`src/rtl/ysyx_24100006_isa_pkg.sv`:
```
// ysyx_24100006_isa_pkg: RV32 opcode constants and immediate-format encoding shared by IDU and EXU
package ysyx_24100006_isa_pkg;
  localparam logic [6:0] OPC_LUI    = 7'b0110111;
  localparam logic [6:0] OPC_AUIPC  = 7'b0010111;
  localparam logic [6:0] OPC_JAL    = 7'b1101111;
  localparam logic [6:0] OPC_JALR   = 7'b1100111;
  localparam logic [6:0] OPC_BRANCH = 7'b1100011;
  localparam logic [6:0] OPC_LOAD   = 7'b0000011;
  localparam logic [6:0] OPC_STORE  = 7'b0100011;
  localparam logic [6:0] OPC_OP_IMM = 7'b0010011;
  localparam logic [6:0] OPC_OP     = 7'b0110011;
  localparam logic [6:0] OPC_SYSTEM = 7'b1110011;
  typedef enum logic [2:0] {
    IMM_NONE = 3'd0,
    IMM_I    = 3'd1,
    IMM_S    = 3'd2,
    IMM_B    = 3'd3,
    IMM_U    = 3'd4,
    IMM_J    = 3'd5
  } imm_type_e;
endpackage

```
`src/rtl/ysyx_24100006_immgen.sv`:
```
// ysyx_24100006_immgen: sign-extended immediate assembly for each RV32 instruction format
module ysyx_24100006_immgen
  import ysyx_24100006_isa_pkg::*;
#(
  parameter int XLEN = 32
) (
  input  logic [31:0]     inst,
  input  imm_type_e       imm_type,
  output logic [XLEN-1:0] imm
);
  // select the format's bit scatter and sign-extend to XLEN
  always_comb begin
    imm = imm_type == IMM_I ? XLEN'($signed(inst[31:20])) :
          imm_type == IMM_S ? XLEN'($signed({inst[31:25], inst[11:7]})) :
          imm_type == IMM_B ? XLEN'($signed({inst[31], inst[7], inst[30:25], inst[11:8], 1'b0})) :
          imm_type == IMM_U ? XLEN'($signed({inst[31:12], 12'b0})) :
          imm_type == IMM_J ? XLEN'($signed({inst[31], inst[19:12], inst[20], inst[30:21], 1'b0})) :
          '0;
  end
endmodule

```
`src/rtl/ysyx_24100006_idu_rx.sv`:
```
// ysyx_24100006_idu_rx: one-entry decode buffer between fetch and execute with RV32E field decode
module ysyx_24100006_idu_rx
  import ysyx_24100006_isa_pkg::*;
#(
  parameter int XLEN = 32,
  parameter int NREG = 16
) (
  input  logic            clk,
  input  logic            reset,
  input  logic            if_valid,
  output logic            id_ready,
  input  logic [XLEN-1:0] pc_F,
  input  logic [31:0]     instruction,
  input  logic            flush,
  output logic            id_valid,
  input  logic            ex_ready,
  output logic [XLEN-1:0] pc_D,
  output logic [31:0]     inst_D,
  output logic [6:0]      opcode,
  output logic [4:0]      rd,
  output logic [4:0]      rs1,
  output logic [4:0]      rs2,
  output logic [2:0]      funct3,
  output logic [6:0]      funct7,
  output logic [XLEN-1:0] imm,
  output logic [2:0]      imm_type,
  output logic            illegal
);
  localparam logic [5:0] NREG_L = 6'(NREG);
  logic            valid_q, valid_d;
  logic [XLEN-1:0] pc_q, pc_d;
  logic [31:0]     inst_q, inst_d;
  logic            accept, drain;
  logic            known, use_rd, use_rs1, use_rs2;
  imm_type_e       imm_t;
  // state and buffer registers; reset drops any buffered entry
  always_ff @(posedge clk) begin
    if (!reset) begin
      valid_q <= 1'b0;
      pc_q    <= '0;
      inst_q  <= '0;
    end else begin
      valid_q <= valid_d;
      pc_q    <= pc_d;
      inst_q  <= inst_d;
    end
  end
  // next state: flush wins, then a new accept, then a drain empties the buffer
  always_comb begin
    valid_d = flush ? 1'b0 : accept ? 1'b1 : drain ? 1'b0 : valid_q;
    pc_d    = accept ? pc_F : pc_q;
    inst_d  = accept ? instruction : inst_q;
  end
  // handshake outputs; ready while empty or while the held entry leaves this cycle
  always_comb begin
    id_valid = valid_q;
    id_ready = ~valid_q | ex_ready;
    accept   = if_valid & id_ready & ~flush;
    drain    = valid_q & ex_ready;
  end
  assign pc_D   = pc_q;
  assign inst_D = inst_q;
  assign opcode = inst_q[6:0];
  assign rd     = inst_q[11:7];
  assign funct3 = inst_q[14:12];
  assign rs1    = inst_q[19:15];
  assign rs2    = inst_q[24:20];
  assign funct7 = inst_q[31:25];
  // classify opcode into immediate format and which register fields it uses
  always_comb begin
    known   = 1'b1;
    use_rd  = 1'b0;
    use_rs1 = 1'b0;
    use_rs2 = 1'b0;
    imm_t   = IMM_NONE;
    case (opcode)
      OPC_OP: begin use_rd = 1'b1; use_rs1 = 1'b1; use_rs2 = 1'b1; end
      OPC_OP_IMM, OPC_LOAD, OPC_JALR, OPC_SYSTEM: begin use_rd = 1'b1; use_rs1 = 1'b1; imm_t = IMM_I; end
      OPC_STORE: begin use_rs1 = 1'b1; use_rs2 = 1'b1; imm_t = IMM_S; end
      OPC_BRANCH: begin use_rs1 = 1'b1; use_rs2 = 1'b1; imm_t = IMM_B; end
      OPC_LUI, OPC_AUIPC: begin use_rd = 1'b1; imm_t = IMM_U; end
      OPC_JAL: begin use_rd = 1'b1; imm_t = IMM_J; end
      default: known = 1'b0;
    endcase
  end
  assign imm_type = imm_t;
  assign illegal  = valid_q & (~known |
                    (use_rd  & ({1'b0, rd}  >= NREG_L)) |
                    (use_rs1 & ({1'b0, rs1} >= NREG_L)) |
                    (use_rs2 & ({1'b0, rs2} >= NREG_L)));
  ysyx_24100006_immgen #(.XLEN(XLEN)) u_immgen (
    .inst     (inst_q),
    .imm_type (imm_t),
    .imm      (imm)
  );
endmodule
```
`config.mk`:
```
export PLATFORM = sky130hd
export DESIGN_NAME = ysyx_24100006_idu_rx
export DESIGN_NICKNAME = d
export VERILOG_FILES = /design/src/rtl/ysyx_24100006_isa_pkg.sv /design/src/rtl/ysyx_24100006_immgen.sv /design/src/rtl/ysyx_24100006_idu_rx.sv
export SDC_FILE = /design/constraint.sdc
export NUM_CORES = 1
export LEC_CHECK = 0
export BUFFER_PORTS_ARGS = -buffer_cell sky130_fd_sc_hd__buf_2
export CORE_ASPECT_RATIO = 0.8
export CORE_MARGIN = 3
export CORE_UTILIZATION = 47
export CTS_BUF_LIST = sky130_fd_sc_hd__clkbuf_16
export DETAILED_ROUTE_END_ITERATION = 12
export MAX_ROUTING_LAYER = met4
export PLACE_DENSITY = 0.85
export SLEW_MARGIN = 30
export SYNTH_ARGS = -nofsm -noshare
export SYNTH_HDL_FRONTEND = slang
export SYNTH_SLANG_ARGS = --single-unit
```
`constraint.sdc`:
```
create_clock -name clk -period 3.3 [get_ports clk]
set_input_delay 0.33 -clock clk [delete_from_list [all_inputs] [get_ports clk]]
set_output_delay 0.33 -clock clk [all_outputs]
set_load 0.05 [all_outputs]
```
==> flow_metrics.py, run 1 <==
metrics = {
    "drt": {
        "drtAntennaViolNets": 0,
        "first_iter_violations": 110,
        "dr.pass1.iters": 4,
        "drt-total-wl_mm": 9.43,
        "via_count": 3290,
        "drc": 0,
        "post_drt_via_cell_ratio": 5.06,
        "routedWlPerCell_um": 14.5,
    },
    "sta": {
        "setup_viol": 0,
        "max_slew.worst_pin.slew_ps": 900,
        "finalCriticalPeriod_ps": 2800,
        "grt_setup_unrepaired": "no",
        "hold_viol": 0,
        "maxClockFrequency_ghz": 0.357,
        "tns_ps": 0,
        "fin_crit_sh": 0.849,
        "slew_viol_final": 0,
        "skew_ps": 6.24,
        "hold_slack_ps": 215,
        "relSlewSlack": 0.400,
        "finalWorstSetupSlack_ps": 497,
    },
    "synthesis": {
        "synth_top_family_by_area": "compound AO/OA/AOI/OAI gates",
        "ys.flop_type": "dfxtp_1",
        "synth_cell_type_count": 43,
        "synth_area_leaders": "dfxtp_1 39%, nand2_1 15%, a21boi_0 14%",
        "synthArstFlopShare": 0,
        "seq_area_frac_synth": 0.391,
        "syn-cell-area_sq_mm": 0.00333,
        "syn_area_per_cell_sq_um": 8.21,
        "synth-adder-area-share": 0,
        "synth-xor-area-share": 0,
        "synth-compound-area-share": 0.243,
        "synth_simple_gate_area_frac": 0.238,
        "synth_seq_cells": 65,
        "netlist.area_leader.share": 0.391,
        "yosysWarnings": 0,
        "synth_mux_area_frac": 0,
        "synth_edf_count": 0,
        "syn_inst": 405,
        "yosys.area.top_type": "dfxtp_1",
        "syn_nets": 474,
    },
    "global_routing": {
        "antenna_found_initial": 0,
        "grt.busiest_layer": "met2",
        "grt_pass1_vias": 3045,
        "gr-total-overflow": 0,
        "grt_use_met1": 0.260,
        "met3_usage": 0.0884,
        "grt_pass1_wl_mm": 14.5,
        "grtUsageMet2": 0.383,
        "grt_max_degree": 66,
        "grt_util_all_layers": 0.230,
    },
    "layout": {
        "nFillCells": 560,
        "drive_gt1_frac": 0.428,
        "diodes": 0,
        "area_delta_synth_final_pct": 31.7,
        "fin_nets": 630,
        "final_util": 0.663,
        "fin_cells": 650,
    },
    "setup_path": {
        "cp_max_fo": 19,
        "worstSetupPathType": "flip-flop to output port",
        "cp.required_ps": 2970,
        "crit_chain": "and4b_4, a31oi_2, nor3b_2, a21o_2, buf_2",
        "worst_path_largest_cell_delay_ps": 680,
        "path_delay_family": "simple AND/OR/NAND/NOR gates",
        "r2r-start": "id_valid",
        "critPathBufInv": 1,
        "critPathCaptureType": "output port",
        "cp-startpoint": "inst_D[6]",
        "cpMaxStageDelayCell": "dfxtp_1",
        "start_kind": "flip-flop",
        "worstPathArrival_ps": 2470,
    },
    "power": {
        "power_frac_comb": 0.178,
        "p_int_w": 0.00159,
        "p_sw_frac": 0.298,
        "ir_worst_vdd_mv": 0.322,
        "seqPwrFrac": 0.380,
        "pwr-share-clk": 0.441,
        "p_switching_w": 0.000676,
        "p_leak_nw": 2.30,
        "cellPowerDensity_mw_per_mm2": 518,
    },
    "floorplanning": {
        "dieWidth_um": 100,
        "initial_core_util": 0.504,
        "fp-row-count": 26,
        "num_io_pins": 203,
        "core_sq_mm": 0.00660,
        "die_area_sq_mm": 0.00813,
        "die_y_um": 81.2,
    },
    "clock_tree": {
        "postCtsHoldBufs": 0,
        "path_clk_slew_ps": 50,
        "cts_tree": "done",
        "numCtsBuffers": 9,
        "post_cts_buffers": 0,
        "cts_max_path_buffers": 2,
        "numClockSinks": 65,
        "clk_latency_ps": 330,
        "cts_root_buf": "clkbuf_16",
        "post_cts_resized": 0,
        "cts_max_level": 3,
    },
    "placement": {
        "port_buffers": 202,
        "dpl.cell_count": 634,
        "dpl.hpwl_mm": 7.10,
        "place_ws_ps": 875,
        "routabilityCongestion": 0.841,
    },
    "status": {
        "outcome": "completed",
    },
    "flow_run": {
        "cap_violations": 0,
    },
    "worst_hold_path": {
        "hold_path.class": "primary input to flip-flop",
        "worstHoldStart": "flush",
    },
}
-- path summary, 6_finish.rpt --
kind / to / slack [ps] / depth (start not counted)
worst min register to register: pc_D[4] / 460 / 2
worst max register to register: inst_D[17] / 1500 / 6
worst max-delay path: imm[27] / 500 / 5
worst min-delay path: id_valid / 210 / 2
-- Yosys cell counts, drive strengths merged, types with 2 or more instances --
master,instances
nand2,133
a21boi,66
dfxtp,65
buf,52
a21o,19
clkbuf,9
and2,7
nor2,6
nor3b,6
a22o,4
a31oi,4
a21oi,3
nand3,3
nand3b,3
nand4b,3
and4b,2
inv,2
nand2b,2
nor2b,2
o211ai,2
-- state kept, by name (all words and copies together), names as in the netlist --
signal	flops
id_valid	1
pc_D	32
inst_D	32
-- cells by family after synthesis --
kind of cell,count (synthesis)
simple gates,172
compound gates,105
flops,65
buf+inv,63
-- power by group through the flow --
| stage | Sequential [W] | Combinational (W) | Clock [W] |
|---|---|---|---|
| 6_report | 0.000863 | 0.000405 | 0.00100 |
| 5_1_grt | 0.000869 | 0.000430 | 0.00106 |
| 4_1_cts | 0.000863 | 0.000407 | 0.00102 |
| 3_5_place_dp | 0.000879 | 0.000406 | 0 |
| 3_3_place_gp | 0.000876 | 0.000402 | 0 |
| 2_1_floorplan | 0.000993 | 0.000200 | 0 |
-- layout by cell type (no fill, tap or decap), types with 2 or more instances in the layout --
cell / count
nand3b_1: 3
nand2b_1: 2
buf_2: 202
dfxtp_1: 65
nor3b_1: 2
and2_1: 7
bufinv_16: 2
clkinv_4: 2
clkinvlp_4: 2
nor3b_2: 3
nor2_1: 6
nand4b_1: 3
nor2b_1: 2
clkbuf_16: 9
a21oi_1: 2
a31oi_1: 3
o211ai_1: 2
a21o_2: 10
a21boi_0: 64
inv_1: 3
a21o_1: 9
a22o_1: 4
a21boi_1: 2
buf_4: 4
nand3_1: 3
nand2_1: 132
-- through the flow --
stage	instance area [sq um]	total power [W]
final	4380	0.00227
after global routing	4380	0.00236
after CTS	4380	0.00229
after detailed placement	4060	0.00129
after global placement	4060	0.00128
after floorplan	3330	0.00119
-- cell type report --
type,instances,area [sq um],area share
clock buffer,9,225,0.0514
clock inverter,7,96.3,0.0220
inverter,2,7.51,0.00171
multi-input combinational,277,1600,0.366
sequential,65,1300,0.297
tap,84,105,0.0240
timing repair buffer,206,1040,0.238
-- worst register-to-register path, cell delays in order (launching register included) --
cell and delay [ps]:
dfxtp_1 430, nor2b_1 280, inv_1 100, nand3b_1 260, buf_4 370, nand2_1 100, a21boi_0 190
-- metal layers --
metal / wire [um] / share of wire
met4: 58 / 0.0061
met2: 4550 / 0.48
met5: 0 / 0
met1: 3770 / 0.40
met3: 1060 / 0.11
Note: power is estimated with default switching activity, not from simulation.
==> run 2: changes to the inputs <==
CORE_UTILIZATION = 39   (was 47)
PLACE_DENSITY = 0.76   (was 0.85)
clock period = 2.3 ns   (was 3.3 ns; I/O delays follow)
==> flow_metrics.py, run 2 (same netlist as run 1, synthesis figures left out) <==
metrics = {
    "layout": {
        "area_delta_synth_final_pct": 35.6,
        "diodes": 0,
        "final_common_cell": "buf_2",
        "drive_gt1_frac": 0.467,
        "fin_cells": 682,
        "final_util": 0.557,
        "nFillCells": 757,
        "fin_nets": 638,
        "final_cell_mix": "199 x buf_2, 132 x nand2_1, 64 x a21boi_0",
    },
    "clock_tree": {
        "postCtsHoldBufs": 0,
        "numCtsBuffers": 9,
        "numClockSinks": 65,
        "cts_max_level": 3,
        "cts_tree": "done",
        "clk_latency_ps": 320,
        "cts_root_buf": "clkbuf_16",
        "path_clk_slew_ps": 60,
        "cts_max_path_buffers": 2,
    },
    "setup_path": {
        "worstSetupPathType": "flip-flop to output port",
        "r2r_slack_ps": 640,
        "reg2reg_depth": 6,
        "worst_path_largest_cell_delay_ps": 400,
        "cp_max_fo": 15,
        "worstPathArrival_ps": 1960,
        "r2r-start": "id_valid",
        "cpMaxStageDelayCell": "dfxtp_4",
        "start_kind": "flip-flop",
        "crit_chain": "or2_1, a211o_1, a21oi_2, a22o_1, buf_2",
        "critPathCaptureType": "output port",
        "cp.required_ps": 2070,
        "worstReg2RegEnd": "pc_D[29]",
    },
    "sta": {
        "finalCriticalPeriod_ps": 2190,
        "hold_viol": 0,
        "finalWorstSetupSlack_ps": 115,
        "maxClockFrequency_ghz": 0.458,
        "hold_slack_ps": 112,
        "relSlewSlack": 0.708,
        "setup_viol": 0,
        "grt_setup_unrepaired": "no",
        "skew_ps": 5.16,
        "max_slew.worst_pin.slew_ps": 437,
        "slew_viol_final": 0,
        "fin_crit_sh": 0.950,
        "tns_ps": 0,
    },
    "flow_run": {
        "cap_violations": 0,
    },
    "floorplanning": {
        "core_sq_mm": 0.00809,
        "initial_core_util": 0.411,
        "die_y_um": 88.6,
        "die_area_sq_mm": 0.00968,
        "num_io_pins": 203,
        "fp-row-count": 29,
        "dieWidth_um": 109,
    },
    "power": {
        "p_leak_nw": 2.33,
        "cellPowerDensity_mw_per_mm2": 724,
        "ir_worst_vdd_mv": 0.450,
    },
    "drt": {
        "drtAntennaViolNets": 0,
        "first_iter_violations": 94,
        "post_drt_via_cell_ratio": 4.83,
        "drc": 0,
        "drt-total-wl_mm": 9.57,
        "dr.pass1.iters": 4,
        "via_count": 3293,
        "routedWlPerCell_um": 14.0,
    },
    "placement": {
        "dpl.hpwl_mm": 7.20,
        "port_buffers": 202,
        "dpl.cell_count": 664,
        "routabilityCongestion": 0.891,
        "place_ws_ps": 376,
    },
    "worst_hold_path": {
        "hold_end": "id_valid",
        "hold_path.class": "primary input to flip-flop",
        "worstHoldStart": "flush",
        "hold_depth": 2,
    },
    "global_routing": {
        "grt_pass1_vias": 3089,
        "gr-total-overflow": 0,
        "grt_max_degree": 43,
        "antenna_found_initial": 0,
        "grt_util_all_layers": 0.201,
        "grt_pass1_wl_mm": 14.8,
    },
    "status": {
        "outcome": "completed",
    },
}
==> run 2: how the worst max path moves through the flow <==
stage / startpoint / end / slack [ps] / cells past startpoint
global route: inst_D[5] / imm[3] / 0.3 / 5
finish: inst_D[5] / imm[3] / 110 / 5
CTS: inst_D[4] / imm[13] / 10 / 5
detailed placement: inst_D[4] / imm[13] / 380 / 5
global placement: inst_D[4] / imm[13] / 400 / 5
floorplan: inst_D[2] / imm[11] / 10 / 4
==> run 2: report_power, final <==
group | switching [W] | internal, W | leakage (nW) | total (W)
clock | 0.000497 | 0.000948 | 0.153 | 0.00144
sequential | 0.0000582 | 0.00118 | 0.535 | 0.00124
combinational | 0.000424 | 0.000161 | 1.64 | 0.000584
total | 0.000979 | 0.00229 | 2.33 | 0.00327
==> run 2: critical path, delay by kind of cell, from the launching register on <==
family                 cells  cell delay (ps)
AND/OR/NAND/NOR            1              280
buffers and inverters      1              250
flip-flops                 1              400
AO/OA/AOI/OAI              3              690
==> run 2: cell type report <==
| cell class | count | area, sq um | share of cell area |
|---|---|---|---|
| flip-flops and latches | 65 | 1320 | 0.292 |
| inverters | 2 | 7.51 | 0.00166 |
| clock inverters | 7 | 93.8 | 0.0208 |
| well taps | 108 | 135 | 0.0300 |
| clock buffers | 9 | 225 | 0.0499 |
| multi-input cells | 277 | 1620 | 0.360 |
| repair buffers | 214 | 1110 | 0.246 |
==> run 2: repair_timing <==
| item | CTS | global route |
|---|---|---|
| setup endpoints to repair | 0 | 32 |
| setup buffers | 0 | 2 |
| gates resized for setup | 0 | 7 |
==> run 2: stage by stage <==
step | cell area, sq um | power, W
finish | 4510 | 0.00327
global route | 4510 | 0.00341
CTS | 4480 | 0.00331
detailed placement | 4160 | 0.00185
global placement | 4160 | 0.00184
floorplan | 3350 | 0.00171
==> run 2: routing by layer <==
| layer | wire, um | up-vias | global-route usage | share of wire |
|---|---|---|---|---|
| li1 | - | 1647 | - | - |
| met1 | 4310 | 1526 | 0.255 | 0.45 |
| met2 | 4400 | 114 | 0.313 | 0.46 |
| met3 | 790 | 6 | 0.0664 | 0.083 |
| met4 | 65 | 0 | 0.0476 | 0.0068 |
| met5 | 0 | - | - | 0 |
